--- src/rtl/mem_stage_sram_ctrl_if.sv ---
// Halfword SRAM pin bundle between the memory-stage controller (master) and the SRAM (slave).
`timescale 1ns / 1ps
interface mem_stage_sram_ctrl_if #(
   parameter int unsigned ADDR_W = 18
);
   logic [ADDR_W-1:0] sramAddress;
   logic [15:0]       sramDataOut;
   logic              sramDataOutEnable;
   logic              sramWriteEnableN;
   logic [15:0]       sramDataIn;

   modport master (
      output sramAddress,
      output sramDataOut,
      output sramDataOutEnable,
      output sramWriteEnableN,
      input  sramDataIn
   );

   modport slave (
      input  sramAddress,
      input  sramDataOut,
      input  sramDataOutEnable,
      input  sramWriteEnableN,
      output sramDataIn
   );
endinterface

--- src/rtl/mem_stage_sram_ctrl.sv ---
// MEM-stage controller: one 32-bit load/store as two halfword phases on a 16-bit async SRAM.
// Optional SRAM_ADDR_CHECK_EN discards out-of-range accesses in IDLE.
`timescale 1ns / 1ps
module mem_stage_sram_ctrl #(
   parameter int unsigned WAIT_CYCLES = 2,
   parameter int unsigned SRAM_WORDS  = 131072,
   parameter int unsigned ADDR_W      = 18
) (
   input  logic                         clk,
   input  logic                         rst,
   input  logic                         memoryReadEnabledIn,
   input  logic                         memoryWriteEnabledIn,
   input  logic [31:0]                  aluResultIn,
   input  logic [31:0]                  valRmIn,
   output logic                         ready,
   output logic [31:0]                  readData,
   mem_stage_sram_ctrl_if.master        sram
);

   typedef enum logic [1:0] {StIdle, StLow, StHigh, StDone} state_e;

   localparam logic [3:0]        LastCnt  = 4'(WAIT_CYCLES - 1);
   localparam logic [ADDR_W-2:0] WordMask = (ADDR_W - 1)'(SRAM_WORDS - 1);

   state_e      state_q, state_d;
   logic [3:0]  cnt_q, cnt_d;
   logic [31:0] read_data_q, read_data_d;

   logic              req, is_write, is_read, last, addr_ok;
   logic [31:0]       offset;
   logic [ADDR_W-2:0] word_idx;
   logic              unused_offset;

   assign req      = memoryReadEnabledIn | memoryWriteEnabledIn;
   assign is_write = memoryWriteEnabledIn;
   assign is_read  = memoryReadEnabledIn & ~memoryWriteEnabledIn;
   assign last     = (cnt_q == LastCnt);

   assign offset        = aluResultIn - 32'd1024;
   assign word_idx      = offset[ADDR_W:2] & WordMask;
   assign unused_offset = ^{offset[31:ADDR_W+1], offset[1:0]};

`ifdef SRAM_ADDR_CHECK_EN
   localparam longint unsigned AddrLimit = 64'd1024 + 64'd4 * 64'(SRAM_WORDS);
   assign addr_ok = (aluResultIn >= 32'd1024) && ({32'd0, aluResultIn} < AddrLimit);
`else
   assign addr_ok = 1'b1;
`endif

   assign readData = read_data_q;

   always_ff @(posedge clk) begin
      if (rst) begin
         state_q     <= StIdle;
         cnt_q       <= '0;
         read_data_q <= '0;
      end else begin
         state_q     <= state_d;
         cnt_q       <= cnt_d;
         read_data_q <= read_data_d;
      end
   end

   always_comb begin
      state_d     = state_q;
      cnt_d       = '0;
      read_data_d = read_data_q;
      case (state_q)
         StIdle: begin
            if (req && addr_ok) state_d = StLow;
            if (is_read && !addr_ok) read_data_d = '0;
         end
         StLow: begin
            if (last) begin
               state_d = StHigh;
               if (is_read) read_data_d[15:0] = sram.sramDataIn;
            end else begin
               cnt_d = cnt_q + 4'd1;
            end
         end
         StHigh: begin
            if (last) begin
               state_d = StDone;
               if (is_read) read_data_d[31:16] = sram.sramDataIn;
            end else begin
               cnt_d = cnt_q + 4'd1;
            end
         end
         StDone:  state_d = StIdle;
         default: state_d = StIdle;
      endcase
   end

   // Reset forces idle pin values at once so an aborted store stops strobing immediately.
   always_comb begin
      ready                  = 1'b0;
      sram.sramAddress       = '0;
      sram.sramDataOut       = '0;
      sram.sramDataOutEnable = 1'b0;
      sram.sramWriteEnableN  = 1'b1;
      if (rst) begin
         ready = 1'b1;
      end else begin
         case (state_q)
            StIdle: ready = !(req && addr_ok);
            StLow, StHigh: begin
               sram.sramAddress = {word_idx, state_q == StHigh};
               if (is_write) begin
                  sram.sramDataOutEnable = 1'b1;
                  sram.sramDataOut       = (state_q == StHigh) ? valRmIn[31:16] : valRmIn[15:0];
                  // Strobe rises on the last count so address and data are held past it.
                  sram.sramWriteEnableN  = last;
               end
            end
            StDone:  ready = 1'b1;
            default: ready = 1'b0;
         endcase
      end
   end

endmodule

--- src/flat_wrapper.sv ---
// flat-port wrapper written by rule: the top's interface ports become plain ports
module mem_stage_sram_ctrl_flat 
#(
   parameter int unsigned WAIT_CYCLES = 2,
   parameter int unsigned SRAM_WORDS  = 131072,
   parameter int unsigned ADDR_W      = 18
)
  (clk, rst, memoryReadEnabledIn, memoryWriteEnabledIn, aluResultIn, valRmIn, ready, readData, sram_sramAddress, sram_sramDataOut, sram_sramDataOutEnable, sram_sramWriteEnableN, sram_sramDataIn);
  mem_stage_sram_ctrl_if #(.ADDR_W(ADDR_W)) sram_i ();
  input  logic clk;
  input  logic rst;
  input  logic memoryReadEnabledIn;
  input  logic memoryWriteEnabledIn;
  input  logic [31:0] aluResultIn;
  input  logic [31:0] valRmIn;
  output logic ready;
  output logic [31:0] readData;
  output wire logic [$bits(sram_i.sramAddress)-1:0] sram_sramAddress;
  output wire logic [$bits(sram_i.sramDataOut)-1:0] sram_sramDataOut;
  output wire logic [$bits(sram_i.sramDataOutEnable)-1:0] sram_sramDataOutEnable;
  output wire logic [$bits(sram_i.sramWriteEnableN)-1:0] sram_sramWriteEnableN;
  input wire logic [$bits(sram_i.sramDataIn)-1:0] sram_sramDataIn;
  assign sram_sramAddress = sram_i.sramAddress;
  assign sram_sramDataOut = sram_i.sramDataOut;
  assign sram_sramDataOutEnable = sram_i.sramDataOutEnable;
  assign sram_sramWriteEnableN = sram_i.sramWriteEnableN;
  assign sram_i.sramDataIn = sram_sramDataIn;
  mem_stage_sram_ctrl #(.WAIT_CYCLES(WAIT_CYCLES), .SRAM_WORDS(SRAM_WORDS), .ADDR_W(ADDR_W)) u_core (.clk(clk), .rst(rst), .memoryReadEnabledIn(memoryReadEnabledIn), .memoryWriteEnabledIn(memoryWriteEnabledIn), .aluResultIn(aluResultIn), .valRmIn(valRmIn), .ready(ready), .readData(readData), .sram(sram_i));
endmodule
--- config.mk ---
export PLATFORM = sky130hd
export DESIGN_NAME = mem_stage_sram_ctrl_flat
export DESIGN_NICKNAME = d
export VERILOG_FILES = /design/src/rtl/mem_stage_sram_ctrl_if.sv /design/src/rtl/mem_stage_sram_ctrl.sv /design/src/flat_wrapper.sv
export SDC_FILE = /design/constraint.sdc
export NUM_CORES = 1
export LEC_CHECK = 0
export CORE_MARGIN = 2
export CORE_UTILIZATION = 32
export CTS_CLUSTER_SIZE = 40
export DETAILED_ROUTE_END_ITERATION = 10
export HOLD_SLACK_MARGIN = 0.03
export PLACE_DENSITY = 0.78
export SETUP_SLACK_MARGIN = 0.4
export SLEW_MARGIN = 15
export SYNTH_ARGS = -nofsm -noshare
export SYNTH_HDL_FRONTEND = slang
export SYNTH_SLANG_ARGS = --single-unit
--- constraint.sdc ---
create_clock -name clk -period 1.95 [get_ports clk]
set_clock_uncertainty 0.1 [all_clocks]
set_input_delay 0.39 -clock clk [delete_from_list [all_inputs] [get_ports clk]]
set_output_delay 0.39 -clock clk [all_outputs]
set_load 0.005 [all_outputs]
# Word-level counts from Yosys, hierarchy flattened
# Cells that the tools add are included.
[totals]
regBits = 38
inputBits = 84
out_inout_bits = 69
elab_cells = 42
[op_classes]
addsub = 2
n_eq_ne = 7
muxes = 18
bitwise_logic = 4
n_reduce_logical = 7
[ops]
columns = ["cell", "count"]
rows = [
  ["16-bit two-way mux", 4],
  ["18-bit two-way mux", 2],
  ["19-bit by 11-bit subtractor with 19-bit output, second input constant", 1],
  ["3-bit AND reduction", 3],
  ["2-bit case mux with 4 select lines", 1],
  ["1-bit two-way mux", 7],
  ["2-bit two-way mux", 3],
  ["2-bit by 1-bit inequality test with 1-bit output, second input constant", 3],
  ["4-bit by 1-bit adder with 4-bit output, second input constant", 1],
  ["2-bit == test, second input constant", 2],
  ["4-bit by 1-bit == test with 1-bit output, second input constant", 1],
  ["3-bit OR reduction", 1],
  ["2-bit by 1-bit == test with 1-bit output, second input constant", 1],
  ["2-bit logical NOT", 1],
  ["1-bit NOT", 2],
  ["1-bit case mux with 2 select lines", 1],
  ["2-bit OR reduction", 1],
  ["1-bit bitwise AND", 1],
  ["1-bit logical NOT", 1],
  ["1-bit OR", 1],
]

# Logic depth before layout (Yosys ltp)
# Gate-level depths: netlist (run 1).
[depth]
word_depth = 5
mapped_depth = 7
mapped_depth_nobuf = 5

# Worst setup path after synthesis (run 1)
# OpenSTA, ideal clock, no wires.
[synth_timing]
path_kind = "input port to output port"
startpoint = "input aluResultIn[10]"
endpoint = "output sram_sramAddress[17]"
t_arrival_ps = 1629
slack_ps = -169
cell_stages = 5
path_buffers = 0
cell_sequence = "inv_1 -> ha_1 -> or3b_2 -> or4_1 -> a21oi_1"
[synth_via]
elab_chain_cells = 3
[synth_lines]
columns = ["item", "line_no", "source"]
rows = [
  ["from (decl)", "flat_wrapper.sv:14", "input logic [31:0] aluResultIn;"],
  ["19-bit by 11-bit subtractor with 19-bit output", "mem_stage_sram_ctrl.sv:39", "assign offset = aluResultIn - 32'd1024;"],
  ["18-bit two-way mux", "mem_stage_sram_ctrl.sv:104", "case (state_q)"],
  ["18-bit two-way mux", "mem_stage_sram_ctrl.sv:101", "if (rst) begin"],
  ["to (decl)", "flat_wrapper.sv:18", "output wire logic [$bits(sram_i.sramAddress)-1:0] sram_sramAddress;"],
]
# Every way passes these cells.

# Final worst setup path (run 1)
[layout_timing]
startpoint = "input aluResultIn[11]"
endpoint = "output sram_sramAddress[16]"
# The elaborated chain is that of the path after synthesis.

==> results_dict.tcl, run 1 <==
set metrics [dict create \
    status "finished, violations left" \
    violations "negative setup slack" \
    antenna_found_initial 0 \
    worst-path-stages 6 \
    clk_pin_slew_worst_paths_ps 70 \
    fillers 473 \
    drtIter0Drc 40 \
    antenna_cells 0 \
    synth.most_common_cell "nand2b_1" \
    crit_arrival_ps 1770 \
    cts_tree "done" \
    dp_hpwl_mm 5.12 \
    synth-seq-cells 38 \
    root_buffer "clkbuf_8" \
    die_h_um 86.1 \
    fin_crit_ps 2260 \
    drv_cap 0 \
    grt_pass1_vias 2442 \
    yosys_warnings 0 \
    synth_fp_nets 329 \
    grt_overflow_total 0 \
    worst_pin_slew_ps 326 \
    peakVddDrop_mv 0.436 \
    end_kind "primary output" \
    firstDrtPassIters 6 \
    finalMaxSlewViolations 0 \
    vias_per_cell 4.65 \
    cp-start-kind "input pin" \
    slowest_delay_ps 550 \
    period_share 1.16 \
    gp_congestion 0.753 \
    yosysTopAreaCell "dfxtp_1" \
    p_per_area_nw_per_um2 894 \
    grt_start_max_net_pins 43 \
    crit_buf_inv 3 \
    drc 0 \
    cp_max_fo 5 \
    grt_setup_unrepaired "yes" \
    synth_flop_cell "dfxtp_1" \
    die_w_um 86.1 \
    h-tree-depth 2 \
    yosysSeqAreaShare 0.353 \
    power_leakage_nw 2.16 \
    cp-startpoint "aluResultIn[11]" \
    hp-class "flop to flop" \
    fin_util 0.746 \
    rows 29 \
    slowest_stage "or4_4" \
    finalPower_mw 4.28 \
    drtAntennaViolNets 0 \
    r2r_end "u_core.readData[13]" \
    die_area_um2 7410 \
    core_area_um2 6420 \
    rr_worst_depth 7 \
    portBuffers 137 \
    cp_cell_sequence "buf_12 -> buf_6 -> or4_4 -> or3_1 -> a21oi_2 -> buf_2" \
    netlist_instances 238 \
    fmax_mhz 442 \
    track_usage 0.190 \
    start_util 0.336 \
    synthTopCellsByCount "nand2b_1, mux2i_1, dfxtp_1" \
    cts_made_buffers 5 \
    syn_area_per_cell_um2 9.06 \
    grt_pass1_wl_mm 11.5 \
    relSlewSlack 0.776 \
    io_pins 153 \
    syn_area_um2 2160 \
    drive_gt1_frac 0.463 \
    synthTopCellsByArea "dfxtp_1, mux2i_1, nand2b_1" \
    synth_top_area_frac 0.353 \
    setup_ws_ps -312 \
    hold_viol 0 \
    area_growth_pct 122 \
    fin_nets 526 \
    timing.rr.start "u_core.cnt_q[1]" \
    routed_wl_mm 7.40 \
    path_delay_family "simple AND/OR/NAND/NOR gates" \
    synth.distinct_cells 29 \
    worstPathRequired_ps 1460 \
    async_flop_share 0 \
    wl_per_cell_um 14.4 \
    fin_setup_tns_ps -5760 \
    reg2reg_slack_ps 40 \
    clock_path_buffers 2 \
    cts.sinks 38 \
    clk_latency_ps 280 \
    vias 2386 \
    path_class "input pin to primary output" \
    endpoint "sram_sramAddress[16]" \
    setup_viol 36 \
    synth-edff-count 0 \
]
kinds of logic (layout without fill, tap and decap cells):
family | count (synthesis) | after routing | share of synthesized area
xor+xnor | 4 | 4 | 0.0162
compound gates | 15 | 15 | 0.0435
mux | 49 | 49 | 0.227
simple gates | 105 | 105 | 0.279
buf+inv | 20 | 218 | 0.0406
flops | 38 | 38 | 0.353
fa+ha+maj | 7 | 7 | 0.0406
per-stage QoR:
step           area (µm²)  setup slack (ps)  instances  hold slack [ps]
6_report             4790              -312        513              370
5_1_grt              4790              -342        513              393
4_1_cts              4580              -310        506              373
3_5_place_dp         4150             -1280        473              360
3_3_place_gp         4150             -1250        473              360
2_1_floorplan        2490              -124        238              341
layout by cell type (no fill, tap or decap), drive strengths merged:
cell type      netlist  routed
nor2                26      26
nor3                 1       1
a211oi               2       2
clkdlybuf4s50        0      59
or3b                 2       2
dfxtp               38      38
nand4b               1       1
a21oi                6       6
clkbuf               9       6
o21bai               1       1
or3                  4       4
nor3b                2       2
and2                 8       8
nand2b              51      51
nand3                2       2
or4                  2       2
nand2                3       3
dlygate4sd2          0      33
o21ai                2       2
mux2i               49      49
nor2b                2       2
clkdlybuf4s15        0       3
o31ai                3       3
xnor2                3       3
buf                  5     107
o2bb2ai              1       1
dlymetal6s2s         0       1
and4b                1       1
bufinv               0       2
xor2                 1       1
inv                  6       5
clkinv               0       2
ha                   7       7
where the power goes:
| group | leakage [nW] | internal, mW | switching (mW) | total, mW |
|---|---|---|---|---|
| clock network | 0.0683 | 0.513 | 0.291 | 0.803 |
| logic | 1.77 | 1.61 | 1.01 | 2.62 |
| registers | 0.313 | 0.828 | 0.0347 | 0.863 |
routing by layer:
layer  GRT usage  vias up  routed length, µm
li1            -     1192                  -
met1       0.216     1107               2880
met2       0.362       73               4010
met3      0.0346       14                377
met4      0.0491        0                137
met5           0        -                  0
tightest hold or removal path: cells and delay by family, from the launching register on:
kind | cells | cell delay, ps
DFF | 1 | 320
muxes | 1 | 60
and+or+nand+nor | 1 | 50
worst min-delay path by stage:
| stage | startpoint | end | slack, ps | cells after the start |
|---|---|---|---|---|
| 2_1_floorplan | u_core.cnt_q[0] | u_core.cnt_q[0] | 340 | 1 |
| 3_3_place_gp | u_core.readData[18] | u_core.readData[18] | 360 | 2 |
| 3_5_place_dp | u_core.readData[24] | u_core.readData[24] | 360 | 2 |
| 4_1_cts | u_core.readData[22] | u_core.readData[22] | 370 | 2 |
| 5_1_grt | u_core.readData[24] | u_core.readData[24] | 390 | 2 |
| 6_report | u_core.readData[22] | u_core.readData[22] | 370 | 2 |
sequential cells by signal, summed over array words and instances (netlist names):
register,count
u_core.readData,32
u_core.cnt_q,4
u_core.state_q,2
layout make-up:
class                   instances  area, µm²  share of cell area
inverters                       6       47.5             0.00992
flip-flops and latches         38        778               0.162
well taps                      77       96.3              0.0201
multi-input cells             180       1740               0.363
repair buffers                204       1990               0.416
clock inverters                 3       68.8              0.0144
clock buffers                   5       68.8              0.0144
what timing repair did:
action,in CTS,in global routing
hold endpoints to repair,0,0
resized for setup,282,42
buffers inserted,21,7
pin swaps,26,8
hold buffers,0,0
cloned,4,0
endpoints found under the setup margin,102,74
Power figures use the tool's default switching activity.
==> run 2, diff against run 1 <==
- CORE_UTILIZATION: 32 -> 35
- PLACE_DENSITY: 0.78 -> 0.81
- clock period: 1.95 -> 2.45 ns (I/O delays scaled with it)
==> run 2 against run 1 <==
Via count decreased by 3.6%; first-iteration DRC count is 18% higher; combinational power shrank 36%; critical path depth up 1; the run now ends clean; sequential share of layout area up 1.2 points; power down 34%; final cell count shrank 3.7%; wire length is 7.6% lower.
==> results_dict.tcl, run 2 (same netlist as run 1, synthesis figures left out) <==
set metrics [dict create \
    pre_cts_slack_ps -976 \
    area_growth_pct 103 \
    layout_commonest_cell "clkdlybuf4s50_1" \
    rr_worst_depth 7 \
    path_class "input pin to primary output" \
    setup_viol 0 \
    grt_pass1_wl_mm 9.78 \
    peakVddDrop_mv 0.374 \
    period_share 0.993 \
    grt_start_max_net_pins 49 \
    worstPathRequired_ps 1860 \
    drtIter0Drc 47 \
    clk_pin_slew_worst_paths_ps 70 \
    gp_congestion 0.772 \
    die_w_um 82.5 \
    use_met2 0.335 \
    reg2reg_slack_ps 500 \
    power.net_switching_uw 913 \
    worst-path-stages 7 \
    p_int_mw 1.89 \
    power_leakage_nw 1.83 \
    track_usage 0.184 \
    drc 0 \
    status "finished clean" \
    gr-usage-met3 0.0391 \
    cts.sinks 38 \
    worst_pin_slew_ps 415 \
    clk_latency_ps 290 \
    crit_arrival_ps 1840 \
    final_cell_mix "clkdlybuf4s50_1, nand2b_1, mux2i_1" \
    grt_setup_unrepaired "yes" \
    slowest_delay_ps 480 \
    grt_overflow_total 0 \
    die_h_um 82.5 \
    fin_crit_ps 2430 \
    cts_made_buffers 5 \
    p_comb_frac 0.599 \
    dp_hpwl_mm 4.71 \
    rows 28 \
    drtAntennaViolNets 0 \
    antenna_found_initial 0 \
    path_delay_family "simple AND/OR/NAND/NOR gates" \
    setup_ws_ps 17.8 \
    die_area_um2 6810 \
    p_seq_frac 0.245 \
    hp-class "flop to flop" \
    core_area_um2 5960 \
    drive_gt1_frac 0.379 \
    h-tree-depth 2 \
    p_per_area_nw_per_um2 640 \
    clockPowerShare 0.156 \
    hold_viol 0 \
    busiest_layer "met2" \
    relSlewSlack 0.721 \
    slowest_stage "or4_4" \
    wl_per_cell_um 13.8 \
    dp.cells 460 \
    crit_buf_inv 3 \
    p_sw_frac 0.325 \
    portBuffers 137 \
    vias 2299 \
    root_buffer "clkbuf_8" \
    stdcell_count 494 \
    drv_cap 0 \
    grt_pass1_vias 2246 \
    cp_cell_sequence "buf_12 -> inv_12 -> ha_4 -> or3b_4 -> or4_4 -> a21oi_2 -> buf_2" \
    use_met1 0.218 \
    r2r_end "u_core.readData[10]" \
    cp-start-kind "input pin" \
    fin_nets 509 \
    cts_tree "done" \
    firstDrtPassIters 4 \
    cp-startpoint "aluResultIn[11]" \
    largest_reg_flops 32 \
    end_kind "primary output" \
    fmax_mhz 411 \
    clock_path_buffers 2 \
    cp_max_fo 2 \
    antenna_cells 0 \
    routed_wl_mm 6.84 \
    timing.rr.start "u_core.cnt_q[1]" \
    finalMaxSlewViolations 0 \
    vias_per_cell 4.65 \
    finalPower_mw 2.81 \
    io_pins 153 \
    start_util 0.362 \
    endpoint "sram_sramAddress[17]" \
]
## run 2: cell types whose count changed in the layout (fill, tap and decap cells not counted), sizes merged
cell           delta
bufinv            -2
dlymetal6s2s      -1
clkbuf            +1
clkdlybuf4s15     +1
buf              -18
dlygate4sd2      -30
clkdlybuf4s50    +32
## run 2: what timing repair did
item / CTS / global route
cloned: 1 / 0
setup endpoints to repair: 37 / 45
resized for setup: 237 / 55
buffers inserted: 18 / 7
pin swaps: 36 / 10
hold buffers: 0 / 0
## run 2: power groups by stage
stage	Sequential, mW	Clock [mW]	Combinational (mW)
5_1_grt	0.692	0.476	1.80
6_report	0.688	0.437	1.68
4_1_cts	0.688	0.450	1.39
2_1_floorplan	0.692	0	0.497
3_5_place_dp	0.694	0	1.07
3_3_place_gp	0.690	0	1.06
## run 2: layout make-up
type	instances	area (µm²)
sequential	38	764
tap	75	93.8
clock buffer	7	86.3
timing repair buffer	187	1800
clock inverter	1	5.00
fill	458	1570
multi-input combinational	180	1590
inverter	6	42.5
## run 2: worst min-delay path by stage
stage                     slack, ps  cells after the start                  to          startpoint
after floorplan                 330                      1     u_core.cnt_q[0]     u_core.cnt_q[0]
after global placement          350                      1     u_core.cnt_q[0]     u_core.cnt_q[0]
after detailed placement        360                      2  u_core.readData[2]  u_core.readData[2]
after CTS                       350                      1     u_core.cnt_q[0]     u_core.cnt_q[0]
after global routing            370                      1     u_core.cnt_q[0]     u_core.cnt_q[0]
final                           350                      1     u_core.cnt_q[0]     u_core.cnt_q[0]
## run 2: metrics by stage
stage	hold slack, ps	TNS, ps	utilization	cell area (µm²)
after detailed placement	362	-8890	0.639	3810
after global routing	374	-113	0.736	4380
after floorplan	333	0	-	2200
after CTS	346	-9.08	0.694	4130
after global placement	349	-9410	0.639	3810
final	350	0	0.736	4380
## run 2: metal layers
| layer | wire (µm) | up-vias |
|---|---|---|
| li1 | - | 1154 |
| met1 | 2760 | 1030 |
| met2 | 3440 | 107 |
| met4 | 78 | 0 |
| met5 | 0 | - |
| met3 | 557 | 8 |
